`src/rtl/fighter_ctrl_if.sv`:
```
// Fighter controller frame-side bus: per-frame controls in,
// fighter position/state out. Slave side is the controller.
interface fighter_ctrl_if #(
  parameter int X_W   = 10,
  parameter int CNT_W = 5
);
  logic             frame_tick;
  logic             btn_left;
  logic             btn_right;
  logic             btn_attack;
  logic             hit_in;
  logic [X_W-1:0]   x_pos;
  logic [2:0]       state;
  logic [CNT_W-1:0] phase_frame;
  logic             hit_active;
  logic             busy;

  modport master (
    output frame_tick, btn_left, btn_right,
    output btn_attack, hit_in,
    input  x_pos, state, phase_frame,
    input  hit_active, busy
  );

  modport slave (
    input  frame_tick, btn_left, btn_right,
    input  btn_attack, hit_in,
    output x_pos, state, phase_frame,
    output hit_active, busy
  );
endinterface

```
`src/rtl/fighter_ctrl.sv`:
```
// Per-player fighter FSM: walk, 3-phase attack, hitstun.
// Optional blocking (BLOCKSTUN) enabled by FIGHTER_BLOCK_EN.
module fighter_ctrl #(
  parameter int X_W           = 10,
  parameter int SCREEN_W      = 640,
  parameter int SPRITE_W      = 64,
  parameter int START_X       = 10,
  parameter int FWD_STEP      = 3,
  parameter int BWD_STEP      = 2,
  parameter int FACING_RIGHT  = 1,
  parameter int CNT_W         = 5,
  parameter int ATK_STARTUP   = 5,
  parameter int ATK_ACTIVE    = 2,
  parameter int ATK_RECOVERY  = 16,
  parameter int HITSTUN_LEN   = 15,
  parameter int BLOCKSTUN_LEN = 10
) (
  input  logic         clk,
  input  logic         reset_n,
  fighter_ctrl_if.slave bus
);

  typedef enum logic [2:0] {
    IDLE      = 3'd0,
    MOVE_FWD  = 3'd1,
    MOVE_BWD  = 3'd2,
    ATK_SU    = 3'd3,
    ATK_ACT   = 3'd4,
    ATK_REC   = 3'd5,
    HITSTUN   = 3'd6,
    BLOCKSTUN = 3'd7
  } st_t;

  localparam int XW1 = X_W + 1;
  localparam logic [X_W:0] MAX_X = XW1'(SCREEN_W - SPRITE_W);
  localparam logic [X_W:0] FS = XW1'(FWD_STEP);
  localparam logic [X_W:0] BS = XW1'(BWD_STEP);

  localparam logic [CNT_W-1:0] SU_LAST  = CNT_W'(ATK_STARTUP - 1);
  localparam logic [CNT_W-1:0] ACT_LAST = CNT_W'(ATK_ACTIVE - 1);
  localparam logic [CNT_W-1:0] REC_LAST = CNT_W'(ATK_RECOVERY - 1);
  localparam logic [CNT_W-1:0] HS_LAST  = CNT_W'(HITSTUN_LEN - 1);
  localparam logic [CNT_W-1:0] BS_LAST  = CNT_W'(BLOCKSTUN_LEN - 1);

  st_t              st, nxt;
  logic [CNT_W-1:0] ph;
  logic [X_W-1:0]   x, x_nxt;
  logic             ha, bz;
  logic             restart;
  logic             fwd_raw, bwd_raw, fwd, bwd, blk;
  logic             mv, right;
  logic [X_W:0]     xe, amt, sum;

  assign fwd_raw = (FACING_RIGHT != 0) ? bus.btn_right : bus.btn_left;
  assign bwd_raw = (FACING_RIGHT != 0) ? bus.btn_left : bus.btn_right;
  assign fwd = fwd_raw & ~bwd_raw;
  assign bwd = bwd_raw & ~fwd_raw;

`ifdef FIGHTER_BLOCK_EN
  assign blk = (st == MOVE_BWD) || ((st == IDLE) && bwd);
`else
  assign blk = 1'b0;
`endif

  // Saturating move based on the state held during this frame
  always_comb begin
    mv    = (st == MOVE_FWD) || (st == MOVE_BWD);
    right = (st == MOVE_FWD) == (FACING_RIGHT != 0);
    amt   = (st == MOVE_FWD) ? FS : BS;
    xe    = {1'b0, x};
    sum   = xe + amt;
    x_nxt = x;
    if (mv) begin
      if (right)
        x_nxt = (sum > MAX_X) ? MAX_X[X_W-1:0] : sum[X_W-1:0];
      else
        x_nxt = (xe < amt) ? '0 : X_W'(xe - amt);
    end
  end

  // Next-state decode; restart clears phase_frame
  always_comb begin
    nxt     = st;
    restart = 1'b0;
    unique case (st)
      IDLE, MOVE_FWD, MOVE_BWD: begin
        if (bus.hit_in)          nxt = blk ? BLOCKSTUN : HITSTUN;
        else if (bus.btn_attack) nxt = ATK_SU;
        else if (fwd)            nxt = MOVE_FWD;
        else if (bwd)            nxt = MOVE_BWD;
        else                     nxt = IDLE;
      end
      ATK_SU: begin
        if (bus.hit_in)          nxt = HITSTUN;
        else if (ph == SU_LAST)  nxt = ATK_ACT;
      end
      ATK_ACT: begin
        if (ph == ACT_LAST)      nxt = ATK_REC;
      end
      ATK_REC: begin
        if (bus.hit_in)          nxt = HITSTUN;
        else if (ph == REC_LAST) nxt = IDLE;
      end
      HITSTUN: begin
        if (bus.hit_in)          restart = 1'b1;
        else if (ph == HS_LAST)  nxt = IDLE;
      end
      BLOCKSTUN: begin
`ifdef FIGHTER_BLOCK_EN
        if (bus.hit_in)          restart = 1'b1;
        else if (ph == BS_LAST)  nxt = IDLE;
`else
        if (ph == BS_LAST)       nxt = IDLE;
`endif
      end
      default:                   nxt = IDLE;
    endcase
    if (nxt != st) restart = 1'b1;
  end

  // Frame-rate state, position, phase and decoded outputs
  always_ff @(posedge clk or negedge reset_n) begin
    if (!reset_n) begin
      st <= IDLE;
      x  <= X_W'(START_X);
      ph <= '0;
      ha <= 1'b0;
      bz <= 1'b0;
    end else if (bus.frame_tick) begin
      st <= nxt;
      x  <= x_nxt;
      ph <= restart ? '0 : ph + 1'b1;
      ha <= (nxt == ATK_ACT);
      bz <= (nxt == ATK_SU) || (nxt == ATK_ACT) ||
            (nxt == ATK_REC) || (nxt == HITSTUN) ||
            (nxt == BLOCKSTUN);
    end
  end

  assign bus.state       = st;
  assign bus.x_pos       = x;
  assign bus.phase_frame = ph;
  assign bus.hit_active  = ha;
  assign bus.busy        = bz;

endmodule

```
`src/flat_wrapper.sv`:
```
// flat-port wrapper written by rule: the top's interface ports become plain ports
module fighter_ctrl_flat 
#(
  parameter int X_W           = 10,
  parameter int SCREEN_W      = 640,
  parameter int SPRITE_W      = 64,
  parameter int START_X       = 10,
  parameter int FWD_STEP      = 3,
  parameter int BWD_STEP      = 2,
  parameter int FACING_RIGHT  = 1,
  parameter int CNT_W         = 5,
  parameter int ATK_STARTUP   = 5,
  parameter int ATK_ACTIVE    = 2,
  parameter int ATK_RECOVERY  = 16,
  parameter int HITSTUN_LEN   = 15,
  parameter int BLOCKSTUN_LEN = 10
)
  (clk, reset_n, bus_frame_tick, bus_btn_left, bus_btn_right, bus_btn_attack, bus_hit_in, bus_x_pos, bus_state, bus_phase_frame, bus_hit_active, bus_busy);
  fighter_ctrl_if #(.X_W(X_W), .CNT_W(CNT_W)) bus_i ();
  input  logic clk;
  input  logic reset_n;
  input wire logic [$bits(bus_i.frame_tick)-1:0] bus_frame_tick;
  input wire logic [$bits(bus_i.btn_left)-1:0] bus_btn_left;
  input wire logic [$bits(bus_i.btn_right)-1:0] bus_btn_right;
  input wire logic [$bits(bus_i.btn_attack)-1:0] bus_btn_attack;
  input wire logic [$bits(bus_i.hit_in)-1:0] bus_hit_in;
  output wire logic [$bits(bus_i.x_pos)-1:0] bus_x_pos;
  output wire logic [$bits(bus_i.state)-1:0] bus_state;
  output wire logic [$bits(bus_i.phase_frame)-1:0] bus_phase_frame;
  output wire logic [$bits(bus_i.hit_active)-1:0] bus_hit_active;
  output wire logic [$bits(bus_i.busy)-1:0] bus_busy;
  assign bus_i.frame_tick = bus_frame_tick;
  assign bus_i.btn_left = bus_btn_left;
  assign bus_i.btn_right = bus_btn_right;
  assign bus_i.btn_attack = bus_btn_attack;
  assign bus_i.hit_in = bus_hit_in;
  assign bus_x_pos = bus_i.x_pos;
  assign bus_state = bus_i.state;
  assign bus_phase_frame = bus_i.phase_frame;
  assign bus_hit_active = bus_i.hit_active;
  assign bus_busy = bus_i.busy;
  fighter_ctrl #(.X_W(X_W), .SCREEN_W(SCREEN_W), .SPRITE_W(SPRITE_W), .START_X(START_X), .FWD_STEP(FWD_STEP), .BWD_STEP(BWD_STEP), .FACING_RIGHT(FACING_RIGHT), .CNT_W(CNT_W), .ATK_STARTUP(ATK_STARTUP), .ATK_ACTIVE(ATK_ACTIVE), .ATK_RECOVERY(ATK_RECOVERY), .HITSTUN_LEN(HITSTUN_LEN), .BLOCKSTUN_LEN(BLOCKSTUN_LEN)) u_core (.clk(clk), .reset_n(reset_n), .bus(bus_i));
endmodule
```
`config.mk`:
```
export PLATFORM = sky130hd
export DESIGN_NAME = fighter_ctrl_flat
export DESIGN_NICKNAME = d
export VERILOG_FILES = /design/src/rtl/fighter_ctrl_if.sv /design/src/rtl/fighter_ctrl.sv /design/src/flat_wrapper.sv
export SDC_FILE = /design/constraint.sdc
export NUM_CORES = 1
export LEC_CHECK = 0
export CAP_MARGIN = 30
export CORE_UTILIZATION = 59
export CTS_CLUSTER_SIZE = 24
export DETAILED_ROUTE_END_ITERATION = 10
export PLACE_DENSITY = 0.93
export SLEW_MARGIN = 20
export SYNTH_ARGS = -nofsm -noshare
export SYNTH_HDL_FRONTEND = slang
export SYNTH_SLANG_ARGS = --single-unit
```
`constraint.sdc`:
```
create_clock -name clk -period 6.7 [get_ports clk]
set_input_delay 1.34 -clock clk [delete_from_list [all_inputs] [get_ports clk]]
set_output_delay 1.34 -clock clk [all_outputs]
set_load 0.005 [all_outputs]
```
==> summary.txt, run 1 <==
Unique masters post-synth - 60
clk_lat worst skew - 0.31 ns
GRT Total Usage - 30.2%
Crit. End Element - flip-flop
Initial Util - 63.9%
Synth Area per Inst - 7.90 sq um
worst hold path type - reg -> reg
Post-synth EDFFs - 0
Clock Skew - 0.00543 ns
Synth Area in Compound Gates - 28.7%
worst rel slew slack - 59.7%
Final TNS setup - 0 ns
hold violation total from the final report - 0
placer congestion estimate - 0.934
CTS clock-pin slew for the worst setup and hold paths - 0.12 ns
largest net degree at the start of global routing - 21
total CTS buffers - 3
root buf cell - clkbuf_4
sequential fraction of the synthesis area - 27.8%
hold_ws - 0.523 ns
first-pass GRT wire length - 7.86 mm
crit path cell chain - or2b_1, nand2b_1, inv_1, ha_1, inv_1, ha_1, and4b_1, mux2_2, o41ai_1, a21oi_1, nand2b_1, a211o_1, o21ai_0
adder-cell share of the synthesized area - 6.23%
Pwr Total - 890 uW
wire length on met1 - 2.04 mm
met3 routed WL - 446 um
gr ovfl total - 0
Placed Cells - 275
required time worst endpoint - 6.93 ns
mean routed wirelength per cell - 16.3 um
design area - 2120 sq um
crit path launch type - flip-flop
n_diodes - 0
area grow syn2layout - 17.2%
main combinational cell family by area after synthesis - compound AO/OA/AOI/OAI gates
worst path arrival time - 4.26 ns
failing checks - DRC
Post-CTS Resized - 0
Cell Rows - 19
flops & latches, synth - 20
CP Max Fanout - 15
Routed WL - 4.57 mm
final setup fails - 0
# port buffers - 26
Worst-Margin Slew - 0.603 ns
share of layout cells above drive strength 1 - 7.63%
P_leak - 0.000782 uW
Max stage delay on crit path - 0.55 ns
vias in the first global route - 1,711
Highest Signal Layer - met4
initial antenna violation count - 0
asr flop ratio synth - 100%
antenna viol nets, final - 0
CTS tree - built
Crit path max-delay family - simple AND/OR/NAND/NOR gates
area share of and/or/nand/nor cells after synthesis - 27.1%
syn nets - 245
RSZ-0062 raised after global routing - false
H-tree depth - 1
Die Ht - 57.4 um
1st-pass router iterations - 8
post-synthesis instance total - 229
Pwr Density - 420 nW/um^2
status - finished, violations left
met2 wire length - 2.02 mm
final worst path period need - 4.03 ns
Achievable Freq - 0.248 GHz
die span in x - 57.4 um
vias - 1,852
CP Class - reg -> reg
postcts setup bufs - 0
maximum vdd drop - 287 uV
Final nets - 266
Post-Syn Area - 1810 sq um
hold buffers post-CTS - 0
DP HPWL - 3.33 mm
Slowest-stage cell, CP - dfrtp_1
mux cell area share after synthesis - 2.35%
Core Region - 2830 sq um
Primary FF master, synth - dfrtp_1
CTS Buffer Depth - 2
Yosys warning total - 0
Worst Path Buf+Inv - 2
Layout Cells excl Fill - 280
Synth Area in XOR/XNOR - 0.969%
Remaining DRCs - 2
placed cell area - 2050 sq um
I/O pin count - 27
initial drt markers - 147
CTS sink cnt - 20
Max-cap violations - 0
Max Transition Viols Final - 0
vias per cell - 6.61
Die Area - 3290 sq um
period utilization - 60.1%
cells in the mapped netlist (3+ instances only):
master	number	share of area (%)
a31oi_1	5	1.7
nand2_1	18	3.7
nor2_1	16	3.3
dfrtp_1	18	25
o31ai_1	4	1.7
nand3b_1	3	1.2
o21ai_0	17	4.7
o221ai_1	3	1.5
clkbuf_1	7	1.5
buf_2	3	0.83
nand2b_1	9	3.1
o22ai_1	5	1.7
a211oi_1	3	1.2
nor3_1	8	2.2
nand3_1	6	1.7
nand4b_1	3	1.5
ha_1	9	6.2
a21oi_1	14	3.9
o21a_1	3	1.2
or3_1	7	2.4
inv_1	18	3.7
sequential cells by signal, summed over array words and instances (netlist names):
name                    count
u_core.bus.busy             1
u_core.bus.hit_active       1
u_core.bus.phase_frame      5
u_core.bus.state            3
u_core.bus.x_pos           10
final cells by class:
type / count / area, sq um
clock inverter: 1 / 30.0
tap: 31 / 38.8
multi-input combinational: 179 / 1180
sequential: 20 / 503
clock buffer: 3 / 22.5
timing repair buffer: 27 / 272
inverter: 19 / 71.3
fill: 210 / 711
report_power, final:
part	internal, uW	total (uW)	switching [uW]
logic	248	524	276
registers	168	266	98.3
clock network	60.5	99.3	38.8
cells by family (layout without fill, tap and decap cells):
group,after synthesis,in the layout
adders and majority gates,9,9
AOI/OAI and AO/OA,77,77
and+or+nand+nor,87,87
muxes,4,4
xor gates and xnor gates,2,2
buffers and inverters,30,50
DFF,20,20
per-layer routing:
layer,track usage (%),vias up
li1,-,891
met1,43.8,845
met2,43.7,102
met3,7.26,14
met4,11.5,0
met5,0,-
cell usage in the layout (no fill, tap or decap), types with 3 or more instances in the layout:
cell,count
a211oi_1,3
a21oi_1,14
a31oi_1,5
clkbuf_4,3
clkdlybuf4s50_1,26
dfrtp_1,18
ha_1,9
inv_1,18
nand2_1,18
nand2b_1,9
nand3_1,6
nand3b_1,3
nand4b_1,3
nor2_1,16
nor3_1,8
o21a_1,3
o21ai_0,17
o221ai_1,3
o22ai_1,5
o31ai_1,4
or3_1,7
through the flow:
stage / util, % / worst slack (ns)
3_3_place_gp: 72.6 / 2.93
3_5_place_dp: 72.6 / 2.81
2_1_floorplan: - / 3.37
6_report: 74.9 / 2.67
5_1_grt: 74.9 / 2.41
4_1_cts: 74.5 / 2.75
path summary, 6_finish.rpt:
check / from / endpoint / slack, ns / depth (start not counted)
max in group asynchronous: reset_n / u_core.bus.x_pos[3]$_DFFE_PN1P_ / 4.77 / 2
worst max-delay path: u_core.bus.state[1]$_DFFE_PN0P_ / u_core.bus.x_pos[0]$_DFFE_PN0P_ / 2.67 / 13
worst min register to register: u_core.bus.hit_active$_DFFE_PN0P_ / u_core.bus.hit_active$_DFFE_PN0P_ / 0.52 / 1
worst min-delay path: u_core.bus.hit_active$_DFFE_PN0P_ / u_core.bus.hit_active$_DFFE_PN0P_ / 0.52 / 1
min in group asynchronous: reset_n / u_core.bus.phase_frame[0]$_DFFE_PN0P_ / 1.36 / 1
worst max register to register: u_core.bus.state[1]$_DFFE_PN0P_ / u_core.bus.x_pos[0]$_DFFE_PN0P_ / 2.67 / 13
(Power assumes the default switching activity.)
==> inputs of run 2 (changes only) <==
Settings changed: CORE_UTILIZATION 59 to 49, PLACE_DENSITY 0.93 to 0.83.
Clock period 6.7 ns to 3.47 ns, I/O delays scaled along.
==> summary.txt, run 2 (same netlist as run 1, synthesis figures left out) <==
CTS Buffer Depth - 2
die span in x - 62.7 um
commonest non-fill, non-tap cell in the layout - clkdlybuf4s50_1
worst rel slew slack - 64.3%
vias per cell - 6.25
initial antenna violation count - 0
required time worst endpoint - 3.60 ns
worst hold path type - reg -> reg
hold path depth - 1
fin util - 64.7%
H-tree depth - 1
CTS clock-pin slew for the worst setup and hold paths - 0.08 ns
worst setup margin - 0.375 ns
final setup fails - 0
largest net degree at the start of global routing - 21
R2R Path End - u_core.bus.x_pos[6]$_DFFE_PN0P_
final worst path period need - 3.09 ns
CTS tree - built
mean routed wirelength per cell - 15.5 um
Sequential Area - 503 sq um
CP Class - reg -> reg
Cell Rows - 21
max reg flops - 10
pre-CTS WS - 0.336 ns
Max-cap violations - 0
# port buffers - 26
worst min-delay path startpoint - u_core.bus.hit_active$_DFFE_PN0P_
r2r startpoint - u_core.bus.state[1]$_DFFE_PN0P_
DP HPWL - 3.37 mm
first-pass GRT wire length - 8.02 mm
Final TNS setup - 0 ns
CP Max Fanout - 5
1st-pass router iterations - 5
reg2reg setup slack - 0.38 ns
area grow syn2layout - 23.1%
share of layout cells above drive strength 1 - 10.9%
Crit. End Element - flip-flop
clk_lat worst skew - 0.27 ns
Core Region - 3440 sq um
P_leak - 0.000827 uW
placer congestion estimate - 0.957
RSZ-0062 raised after global routing - false
maximum vdd drop - 329 uV
hold path endpoint - u_core.bus.hit_active$_DFFE_PN0P_
Max Transition Viols Final - 0
Die Area - 3940 sq um
vias in the first global route - 1,690
Worst-Margin Slew - 0.535 ns
Clock Skew - 0.00792 ns
n_diodes - 0
fill count - 309
initial drt markers - 167
antenna viol nets, final - 0
I/O pin count - 27
status - finished clean
cells on worst reg2reg path - 13
footprint of the multi-input gates - 1190 sq um
hold buffers post-CTS - 0
root buf cell - clkbuf_8
CTS sink cnt - 20
vias - 1,889
most frequent cells in the layout - clkdlybuf4s50_1 (26), inv_1 (18), nand2_1 (18), dfrtp_1 (18), o21ai_0 (17)
crit path launch type - flip-flop
Achievable Freq - 0.323 GHz
gr ovfl total - 0
Final nets - 273
period utilization - 89.2%
Pwr Density - 810 nW/um^2
Initial Util - 52.5%
worst path arrival time - 3.23 ns
GRT Total Usage - 25.3%
Post-CTS Resized - 0
hold violation total from the final report - 0
Remaining DRCs - 0
total CTS buffers - 3
Die Ht - 62.7 um
Routed WL - 4.67 mm
postcts setup bufs - 0
run 2: cell count changes in the layout (fill, tap and decap cells not counted), sizes merged:
cell / previous run / this run
buf: 1 / 8
run 2: cell type report:
type                            count  area share [%]
Sequential cell                    20            22.6
Tap cell                           46            2.59
Clock buffer                        3            1.85
Clock inverter                      1            1.35
Timing Repair Buffer               34            14.7
Multi-Input combinational cell    179            53.7
Inverter                           19            3.20
run 2: worst max-delay path: stages (launching register included):
cell	delay [ns]
dfrtp_1	0.38
or2b_1	0.22
nand2b_1	0.16
inv_1	0.10
ha_1	0.19
inv_1	0.05
ha_1	0.18
and4b_1	0.32
mux2_2	0.36
o41ai_2	0.25
a21oi_1	0.20
nand2b_1	0.26
o21ai_0	0.21
a2bb2oi_1	0.08
run 2: where the power goes:
part           internal, uW  switching [uW]  total [uW]
sequential              325             167         492
combinational           509             566        1070
clock                   154            81.8         236
total                   988             814        1800
run 2: per-layer routing:
| layer | global-route usage [%] | wire length [um] |
|---|---|---|
| met5 | 0 | 0 |
| met4 | 6.10 | 40 |
| met3 | 4.74 | 436 |
| met2 | 37.6 | 2060 |
| met1 | 37.4 | 2130 |
run 2: worst max-delay path by stage:
stage                                    start                                    end  cells after the start
2_1_floorplan  u_core.bus.state[1]$_DFFE_PN0P_        u_core.bus.x_pos[0]$_DFFE_PN0P_                     14
3_3_place_gp                        bus_hit_in  u_core.bus.phase_frame[3]$_DFFE_PN0P_                      8
3_5_place_dp                        bus_hit_in  u_core.bus.phase_frame[2]$_DFFE_PN0P_                      8
4_1_cts        u_core.bus.state[1]$_DFFE_PN0P_        u_core.bus.x_pos[0]$_DFFE_PN0P_                     13
5_1_grt        u_core.bus.state[2]$_DFFE_PN0P_        u_core.bus.x_pos[6]$_DFFE_PN0P_                     13
6_report       u_core.bus.state[1]$_DFFE_PN0P_        u_core.bus.x_pos[6]$_DFFE_PN0P_                     13
run 2: per-stage QoR:
step	cells	hold WS [ns]	instance area, sq um	total power (uW)
2_1_floorplan	229	0.398	1810	1160
3_3_place_gp	297	0.497	2130	1520
3_5_place_dp	297	0.483	2130	1530
4_1_cts	301	0.517	2200	1770
5_1_grt	302	0.557	2230	1950
6_report	302	0.514	2230	1800
==> inputs of run 3 (changes only) <==
Settings changed: CORE_UTILIZATION 49 to 54, PLACE_DENSITY 0.83 to 0.87.
Clock period 3.47 ns to 3.2 ns, I/O delays scaled along.
==> summary.txt, run 3 (same netlist as run 1, synthesis figures left out) <==
CTS clock-pin slew for the worst setup and hold paths - 0.11 ns
die span in x - 59.9 um
share of layout cells above drive strength 1 - 12.7%
Pwr Density - 865 nW/um^2
Crit path max-delay family - simple AND/OR/NAND/NOR gates
worst min-delay path startpoint - u_core.bus.hit_active$_DFFE_PN0P_
Worst Path Buf+Inv - 2
root buf cell - clkbuf_4
antenna viol nets, final - 0
total CTS buffers - 3
Crit. End Element - flip-flop
worst path arrival time - 3.23 ns
maximum vdd drop - 625 uV
largest net degree at the start of global routing - 21
worst rel slew slack - 60.5%
Remaining DRCs - 0
Clock Skew - 0.000883 ns
Worst-Margin Slew - 0.589 ns
initial antenna violation count - 0
CTS sink cnt - 20
clk_lat worst skew - 0.31 ns
met2 wire length - 2.02 mm
period utilization - 93.7%
Max stage delay on crit path - 0.39 ns
Achievable Freq - 0.334 GHz
CP Max Fanout - 5
crit path cell chain - or2b_1, nand2b_1, inv_2, ha_2, inv_1, ha_1, and4b_1, mux2_2, o41ai_4, a21oi_2, nand2b_1, a211o_1, o21ai_0
Slowest-stage cell, CP - dfrtp_1
worst hold path type - reg -> reg
Initial Util - 58.3%
Final TNS setup - 0 ns
Final nets - 276
Core Region - 3100 sq um
hold path depth - 1
status - finished clean
hold buffers post-CTS - 0
P_leak - 0.000839 uW
# port buffers - 26
postcts setup bufs - 0
vias per cell - 6.22
vias in the first global route - 1,678
hold path endpoint - u_core.bus.hit_active$_DFFE_PN0P_
commonest non-fill, non-tap cell in the layout - clkdlybuf4s50_1
GRT Total Usage - 29.1%
most frequent cells in the layout - clkdlybuf4s50_1 (26), nand2_1 (18), dfrtp_1 (18), inv_1 (17)
placed cell area - 2160 sq um
design area - 2240 sq um
Die Area - 3580 sq um
mean routed wirelength per cell - 15.3 um
final worst path period need - 3.00 ns
gr ovfl total - 0
DP HPWL - 3.43 mm
reg2reg setup slack - 0.20 ns
initial drt markers - 148
placer congestion estimate - 0.923
fin util - 72.1%
required time worst endpoint - 3.43 ns
max reg flops - 10
I/O pin count - 27
Placed Cells - 298
final setup fails - 0
RSZ-0062 raised after global routing - false
crit path launch type - flip-flop
Max Transition Viols Final - 0
H-tree depth - 1
Die Ht - 59.9 um
Max-cap violations - 0
cells on worst reg2reg path - 13
Cell Rows - 20
met3 routed WL - 422 um
vias - 1,886
R2R Path End - u_core.bus.x_pos[0]$_DFFE_PN0P_
1st-pass router iterations - 4
hold violation total from the final report - 0
most frequent CP cell - nand2b_1
wire length on met1 - 2.18 mm
CTS tree - built
Highest Signal Layer - met4
r2r startpoint - u_core.bus.state[1]$_DFFE_PN0P_
n_diodes - 0
first-pass GRT wire length - 7.87 mm
CP Class - reg -> reg
Layout Cells excl Fill - 303
area grow syn2layout - 23.8%
CTS Buffer Depth - 2
Routed WL - 4.64 mm
[run 3: how the worst max path moves through the flow]
| stage | from | end | slack [ns] | cells after the start |
|---|---|---|---|---|
| 6_report | u_core.bus.state[1]$_DFFE_PN0P_ | u_core.bus.x_pos[0]$_DFFE_PN0P_ | 0.20 | 13 |
| 5_1_grt | u_core.bus.state[0]$_DFFE_PN0P_ | u_core.bus.x_pos[0]$_DFFE_PN0P_ | 0.004 | 13 |
| 4_1_cts | u_core.bus.state[1]$_DFFE_PN0P_ | u_core.bus.x_pos[0]$_DFFE_PN0P_ | 0.17 | 13 |
| 3_5_place_dp | u_core.bus.state[1]$_DFFE_PN0P_ | u_core.bus.x_pos[0]$_DFFE_PN0P_ | 0.18 | 13 |
| 3_3_place_gp | bus_hit_in | u_core.bus.phase_frame[2]$_DFFE_PN0P_ | 0.28 | 8 |
| 2_1_floorplan | u_core.bus.state[1]$_DFFE_PN0P_ | u_core.bus.x_pos[0]$_DFFE_PN0P_ | 0.05 | 14 |
[run 3: per-stage QoR]
stage | total power (uW) | hold WS [ns] | worst slack [ns]
5_1_grt | 2100 | 0.533 | 0.00440
6_report | 1940 | 0.507 | 0.202
3_3_place_gp | 1670 | 0.482 | 0.277
3_5_place_dp | 1680 | 0.473 | 0.178
2_1_floorplan | 1270 | 0.344 | 0.0460
4_1_cts | 1900 | 0.514 | 0.168
[run 3: metal layers]
layer  vias to the layer above  global-route usage [%]
li1                        918                       -
met1                       883                    43.4
met2                        83                    42.7
met3                         2                    8.01
met4                         0                    3.99
met5                         -                       0
[run 3: power by group]
part	switching (uW)	internal, uW	total [uW]
registers	179	352	530
clock network	81.4	127	208
logic	629	570	1200
[run 3: worst register-to-register path, cell delays in order, from the launching register on]
cell      delay [ns]
dfrtp_1         0.39
or2b_1          0.23
nand2b_1        0.18
inv_2           0.07
ha_2            0.16
inv_1           0.04
ha_1            0.18
and4b_1         0.32
mux2_2          0.37
o41ai_4         0.24
a21oi_2         0.14
nand2b_1        0.24
a211o_1         0.28
o21ai_0         0.08
[run 3: final cells by class]
cell class,instances,area (sq um)
fill,258,865
inverter,19,71.3
multi-input combinational,179,1210
tap,44,55.1
timing repair buffer,37,350
clock buffer,3,22.5
sequential,20,503
clock inverter,1,30.0
[run 3: repair_timing]
action                                  CTS  global route
endpoints found under the setup margin    0             5
endpoints found under the hold margin     0             0
resized for setup                         0             3
==> patch, RTL diff (config.mk and constraints of run 3) <==
Add a define of `FIGHTER_BLOCK_EN`.
--- a/src/rtl/fighter_ctrl.sv
+++ b/src/rtl/fighter_ctrl.sv
@@ -1,5 +1,7 @@
 // Per-player fighter FSM: walk, 3-phase attack, hitstun.
 // Optional blocking (BLOCKSTUN) enabled by FIGHTER_BLOCK_EN.
+`define FIGHTER_BLOCK_EN
+
 module fighter_ctrl #(
   parameter int X_W           = 10,
   parameter int SCREEN_W      = 640,
Behaviour: not the same (Yosys sat finds a counterexample within 4 cycles, from zero or initial values and one cycle with reset_n low).
==> patch against run 3 <==
The run now ends with design-rule violations left. First-iteration DRC count grew 6.1%. Non-clock buffer count shrank 4. Sequential cell count is the same. Area after synthesis grew 4.7%. Count of clock-buffer cells in the layout is the same. Critical path depth shrank 1. Design area grew 0.45%. Routed wire length grew 4.5%. Power shrank 6.6%. Worst setup slack gained 0.047 ns. Sequential power grew 3.8%. Highest routed layer unchanged.
==> patch: results (changes against run 3) <==
Slew @ Worst Pin = 0.633 ns (+0.0445 ns)
Hold depth = 2 (+1)
Worst Skew = 0.00547 ns (+0.00459 ns)
M3 GR Usage = 3.57% (-4.4 points)
Worst-path clk slew = 0.13 ns (+0.02 ns)
Pleak = 0.842 nW (+0.38%)
Synth area leaders = dfrtp_1, ha_1, a21oi_1
RePlAce Congestion = 0.919 (-0.46%)
Vias in the first global route = 1691 (+0.77%)
Crit path arrival time = 3.17 ns (-0.06 ns)
Synthesized instance count = 233 (+1.7%)
Signal buffers share of area = 14.2% (-1.4 points)
Tot GR Track Use = 28.5% (-0.63 points)
Worst reg2reg path depth = 12 (-1)
Sequential share of cell area = 22.4% (-0.10 points)
Sequential share of the synthesized area = 26.6% (-1.3 points)
Final sequential cell count = 20 (unchanged)
Violated checks = design-rule violations
Pin count of the biggest net entering global routing = 22 (+4.8%)
Reg-to-Reg Start = u_core.bus.state[2]
Grt met2 use = 41.3% (-1.4 points)
Post-layout util = 67.4% (-4.8 points)
Fillers = 281 (+8.9%)
Metal-1 WL = 2360 um (+8.5%)
Inverters = 18 (-1)
Dpl hpwl = 3560 um (+3.6%)
Non-filler cells, final = 300 (-0.99%)
CP top delay family = compound AO/OA/AOI/OAI gates
Drt pass-1 iters = 8 (+4)
Final net count = 271 (-1.8%)
VDD IR max = 0.438 mV (-30%)
P_sw = 0.845 mW (-5.0%)
Share of post-route cells with drive strength above 1 = 11.0% (-1.7 points)
Distinct cell type count after synthesis = 62 (+3.3%)
Multi-input combinational area share = 55.5% (+1.6 points)
Final wirelength = 4850 um (+4.5%)
Initial DRC Count = 157 (+6.1%)
Outcome = finished with violations
Number of remaining DRC errors = 2 (+2)
Met3 WL = 234 um (-45%)
Non-clock buffers = 33 (-11%)
Syn Nets = 249 (+1.6%)
Met2 wire length = 2170 um (+7.5%)
-- patch: cell types whose count changed in the layout (fill, tap and decap cells not counted), sizes merged, moves of 4 or more --
cell,change
a21o,+5
buf,-4
or3,-4
nor3,+6
nand2b,-9
xnor2,+5
-- patch: cell families after synthesis --
kind of cell	after synthesis	synth area share, %
xor gates and xnor gates	6	2.78
buffers and inverters	34	7.53
and+or+nand+nor	82	23.7
adders and majority gates	9	5.95
DFF	20	26.6
muxes	2	1.12
AOI/OAI and AO/OA	80	32.3
-- patch: how the worst max path moves through the flow --
stage | start | end | slack, ns
2_1_floorplan | u_core.bus.state[1] | u_core.bus.x_pos[2] | 0.31
3_3_place_gp | u_core.bus.state[2] | u_core.bus.x_pos[2] | 0.44
3_5_place_dp | u_core.bus.state[2] | u_core.bus.x_pos[2] | 0.28
4_1_cts | u_core.bus.state[2] | u_core.bus.x_pos[2] | 0.26
5_1_grt | u_core.bus.state[2] | u_core.bus.x_pos[2] | 0.003
6_report | u_core.bus.state[2] | u_core.bus.x_pos[2] | 0.25
